[src/rtl/jpiso_tx.sv]
// jpiso_tx: parallel-in serial-out transmitter with valid/ready load and gapless back-to-back words
module jpiso_tx #(
   parameter int WIDTH     = 8,
   parameter bit LSB_FIRST = 1'b0
) (
   input  logic             clk,
   input  logic             rst,
   input  logic             load_valid,
   output logic             load_ready,
   input  logic [WIDTH-1:0] din,
   output logic             sout,
   output logic             sout_valid,
   output logic             sout_last,
   output logic             busy
);
   localparam int CW = $clog2(WIDTH);
   typedef enum logic {IDLE, SHIFT} state_t;
   state_t           state, state_n;
   logic [WIDTH-1:0] shreg, shreg_n;
   logic [CW-1:0]    cnt, cnt_n;
   logic             accept;
   always_ff @(posedge clk or negedge rst) begin
      if (!rst) begin
         state <= IDLE;
         shreg <= '0;
         cnt   <= '0;
      end else begin
         state <= state_n;
         shreg <= shreg_n;
         cnt   <= cnt_n;
      end
   end
   always_comb begin
      busy       = state == SHIFT;
      sout_valid = busy;
      sout_last  = busy && cnt == '0;
      load_ready = !busy || sout_last;
      accept     = load_valid && load_ready;
      sout       = busy ? (LSB_FIRST ? shreg[0] : shreg[WIDTH-1]) : 1'b0;
      state_n    = state;
      shreg_n    = shreg;
      cnt_n      = cnt;
      if (accept) begin
         state_n = SHIFT;
         shreg_n = din;
         cnt_n   = CW'(WIDTH - 1);
      end else if (sout_last) begin
         state_n = IDLE;
         shreg_n = '0;
      end else if (busy) begin
         shreg_n = LSB_FIRST ? shreg >> 1 : shreg << 1;
         cnt_n   = cnt - 1'b1;
      end
   end
endmodule

[config.mk]
export PLATFORM = sky130hd
export DESIGN_NAME = jpiso_tx
export DESIGN_NICKNAME = d
export VERILOG_FILES = /design/src/rtl/jpiso_tx.sv
export SDC_FILE = /design/constraint.sdc
export NUM_CORES = 1
export LEC_CHECK = 0
export ABC_AREA = 1
export CELL_PAD_IN_SITES_DETAIL_PLACEMENT = 0
export CELL_PAD_IN_SITES_GLOBAL_PLACEMENT = 1
export CORE_MARGIN = 5
export CORE_UTILIZATION = 46
export DETAILED_ROUTE_END_ITERATION = 10
export DONT_BUFFER_PORTS = 1
export HOLD_SLACK_MARGIN = 0.12
export PLACE_DENSITY_LB_ADDON = 0.3
export SYNTH_ARGS = -nofsm -noshare
export SYNTH_HDL_FRONTEND = slang
export SYNTH_SLANG_ARGS = --single-unit
[constraint.sdc]
create_clock -name clk -period 4.4 [get_ports clk]
set_clock_uncertainty 0.1 [all_clocks]
set_input_delay 0.44 -clock clk [delete_from_list [all_inputs] [get_ports clk]]
set_output_delay 0.44 -clock clk [all_outputs]
set_load 0.1 [all_outputs]
-- After elaboration in Yosys (flattened, before gate mapping)
Index checks and enable logic that the tools add are counted.
- multiplexer cells: 9
- equal/unequal tests: 1
- reductions and logical operators: 9
- add/sub/neg operators: 1
- operators with widths (operator ; count):
    2-to-1 mux 8 bit ; 3
    2-to-1 mux 3 bit ; 3
    nonzero test 2 bit ; 2
    zero test 3 bit ; 1
    2-to-1 mux 1 bit ; 3
    nonzero test 3 bit ; 1
    subtractor 3 x 1 -> 3 bit (second input constant) ; 1
    logical AND 1 bit ; 2
    inequality test 2 x 1 -> 1 bit (second input constant) ; 1
    AND reduction 2 bit ; 1
    zero test 1 bit ; 1
    logical OR 1 bit ; 1
- output and inout port bits: 5
- logic and storage cells: 23
- bits of input ports: 11
- register bits: 12

-- Longest topological paths before layout
- word-level depth: 6
- depth in mapped cells: 10
- depth with buffers taken out: 9

-- Worst setup path after synthesis
Ideal clock, no wire load.
- kind: register -> output
- start point: register state, in the netlist busy
- end point: output port sout_last
- cell stages (with the launch flop): 4
- slack: 2.038 ns
- required time: 3.860 ns
- arrival time: 1.822 ns
- path buffers: 1
- path through: dfrtp_1 > buf_6 > nand2_1 > inv_1
- longest elaborated chain between the ends: 1
- RTL lines (item ; line ; source):
    start: declaration ; 18 ; state_t state, state_n;
    start signal: assignment ; 28 ; state <= state_n;
    logical AND 1 bit ; 36 ; sout_last = busy && cnt == '0;
    end: declaration ; 13 ; output logic sout_last,
Every way passes these cells.

-- Final worst setup path
Same ends and word-level chain as after synthesis.

==> impl_metrics.toml <==
[detailed_routing]
routed_wl_mm = 1.22
wl_per_cell_um = 11.8
viasPerCell = 4.92
drt-initial-drc-count = 8
final_antenna_net_count = 0
firstDrtPassIters = 4
drc = 0
num_vias = 507

[worst_setup_path]
slowest_delay_ns = 0.62
cp_max_fo = 10
r2r_setup_slack_ns = 2.57
setup.worst_path.end = "sout_last"
cp.required_ns = 3.86
cp_num_cells = 3
r2r_start = "cnt[0]$_DFFE_PN0P_"
startpoint = "busy$_DFFE_PN0P_"
path_buf_inv = 2
r2r-end = "cnt[1]$_DFFE_PN0P_"
cp_cell_sequence = "buf_4, nand2_1, inv_1"
critical_path_class = "reg -> out"
critPathLaunchType = "flip-flop"
crit_family = "buffers and inverters"
end_kind = "primary output"
worstPathArrival_ns = 2.01
crit_slowest_cell = "inv_1"
reg2regPathDepth = 8

[power]
powerDensity_nw_per_um2 = 801
leakage_nw = 0.409
ir_drop_mv = 0.321

[clock_tree]
numCtsBuffers = 3
clock_path_buffers = 2
cts_hold_buf = 1
clk_pin_slew_ns = 0.08
clock_sinks = 12
cts_resized = 0
cts-root-buf = "clkbuf_4"
postCtsSetupBuffers = 0
worst_skew_pair.late_latency_ns = 0.27
tritoncts = "yes"
cts-htree-levels = 1

[place]
portBuffers = 0
dp_hpwl_um = 893
place_congestion = 0.679

[finish]
layout-drive-gt1-share_pct = 23.0
fillCellCount = 149
finalNetCount = 101
syn2layout_area_growth_pct = 2.65
diodes = 0
fin_util_pct = 48.7

[floorplanning]
die_w_um = 49.2
die_y_um = 49.2
ios = 16
die_area_um2 = 2420
rows = 14
core-area_um2 = 1490
initial_core_util_pct = 47.5

[timing]
worst_pin_slew_ns = 0.818
period_needed_ns = 2.55
setup_tns_ns = 0
report.final.slew_viol_count = 0
max_freq_ghz = 0.393
hold_viol = 0
post-route-period-util_pct = 57.9
worst_hold_slack_ns = 0.219
setup_violations = 0
maxSlewHeadroom_pct = 45.4
grt_setup_unrepaired = "false"

[synth]
ys_types = 18
synth_seq_cells = 12
avgSynthCellArea_um2 = 8.22
ys_seq_area_share_pct = 42.5
yosys_warnings = 0
syn-num-nets = 99
netlist_area_um2 = 707
syn_inst = 86

[global_route]
grt_antenna_before_repair = 0
grt_max_degree = 15
grt_pass1_vias = 525
grt_pass1_wl_mm = 2.15
grt_usage_pct = 11.3
grt_overflow = 0

[outcome]
status = "completed"

[run]
cap_violations = 0

[worst_hold_path]
hold_path.class = "in -> reg"
cells by family (layout without fill, tap and decap cells):
logic type      after synthesis  after routing  share of synthesized area, %
buf+inv                      23             24                          18.6
flops                        12             12                          42.5
compound gates               10             10                          8.67
simple gates                 39             39                          26.7
fa+ha+maj                     2              2                          3.54
how the worst min path moves through the flow:
stage	from	end	slack, ns	depth (start not counted)
2_1_floorplan	rst	busy$_DFFE_PN0P_	0.04	0
3_3_place_gp	rst	cnt[1]$_DFFE_PN0P_	0.04	0
3_5_place_dp	rst	cnt[1]$_DFFE_PN0P_	0.04	0
4_1_cts	din[0]	shreg[0]$_DFFE_PN0P_	0.20	2
5_1_grt	din[5]	shreg[5]$_DFFE_PN0P_	0.22	2
6_report	din[0]	shreg[0]$_DFFE_PN0P_	0.22	2
layout make-up:
cell class              instances  area, µm²  share of cell area (%)
well taps                      16       20.0                    2.76
clock buffers                   4       36.3                    5.00
repair buffers                  2       17.5                    2.41
inverters                      18       75.1                    10.3
multi-input cells              51        275                    37.9
flip-flops and latches         12        302                    41.6
stage by stage:
step	worst slack, ns	cell area [µm²]	power [W]	cells
global route	1.77	726	0.000627	103
finish	1.85	726	0.000581	103
global placement	2.16	679	0.000489	98
CTS	1.84	726	0.000589	103
detailed placement	2.15	679	0.000497	98
floorplan	2.04	707	0.000485	86
cells in the mapped netlist:
library cell	n	area share [%]
nand2_4	2	3.2
buf_6	3	4.8
ha_1	2	3.5
inv_2	4	2.1
buf_4	1	1.1
dfrtp_1	12	42
buf_8	1	2.1
a21oi_1	4	2.8
inv_6	1	1.2
inv_1	12	6.4
inv_4	1	0.89
nand3_1	16	11
nor2_1	7	3.7
a21oi_2	3	3.7
nand2_2	3	2.7
nand2_1	11	5.8
o21ai_0	1	0.71
o21ai_1	2	1.4
power breakdown:
group | leakage (nW) | switching (W) | internal [W] | total [W]
combinational | 0.239 | 0.000234 | 0.0000758 | 0.000310
clock | 0.0210 | 0.0000392 | 0.0000503 | 0.0000895
sequential | 0.148 | 0.0000266 | 0.000155 | 0.000182
total | 0.409 | 0.000300 | 0.000281 | 0.000581
cell usage in the layout, fill, tap and decap left out:
cell type	netlist	layout
a21oi_2	3	3
dfrtp_2	0	1
nand2_4	2	2
buf_4	1	1
inv_1	12	12
ha_1	2	2
o21ai_0	1	1
dfrtp_1	12	11
inv_6	1	1
nand2_2	3	3
clkbuf_4	0	3
inv_2	4	4
nor2_1	7	7
o21ai_1	2	2
a21oi_1	4	4
inv_4	1	1
clkbuf_8	0	1
dlygate4sd3_1	0	1
nand3_1	16	16
nand2_1	11	11
per-layer routing:
metal  vias up  track usage (%)  wire (µm)
li1        267                -          -
met1       224             13.6        578
met2        14             18.2        557
met3         2             3.98         77
met4         0             4.04          2
met5         -                0          0
state kept, by name, summed over array words and instances, names as in the netlist:
signal	flops
shreg	8
cnt	3
busy	1
Note: power is estimated with default switching activity, not from simulation.
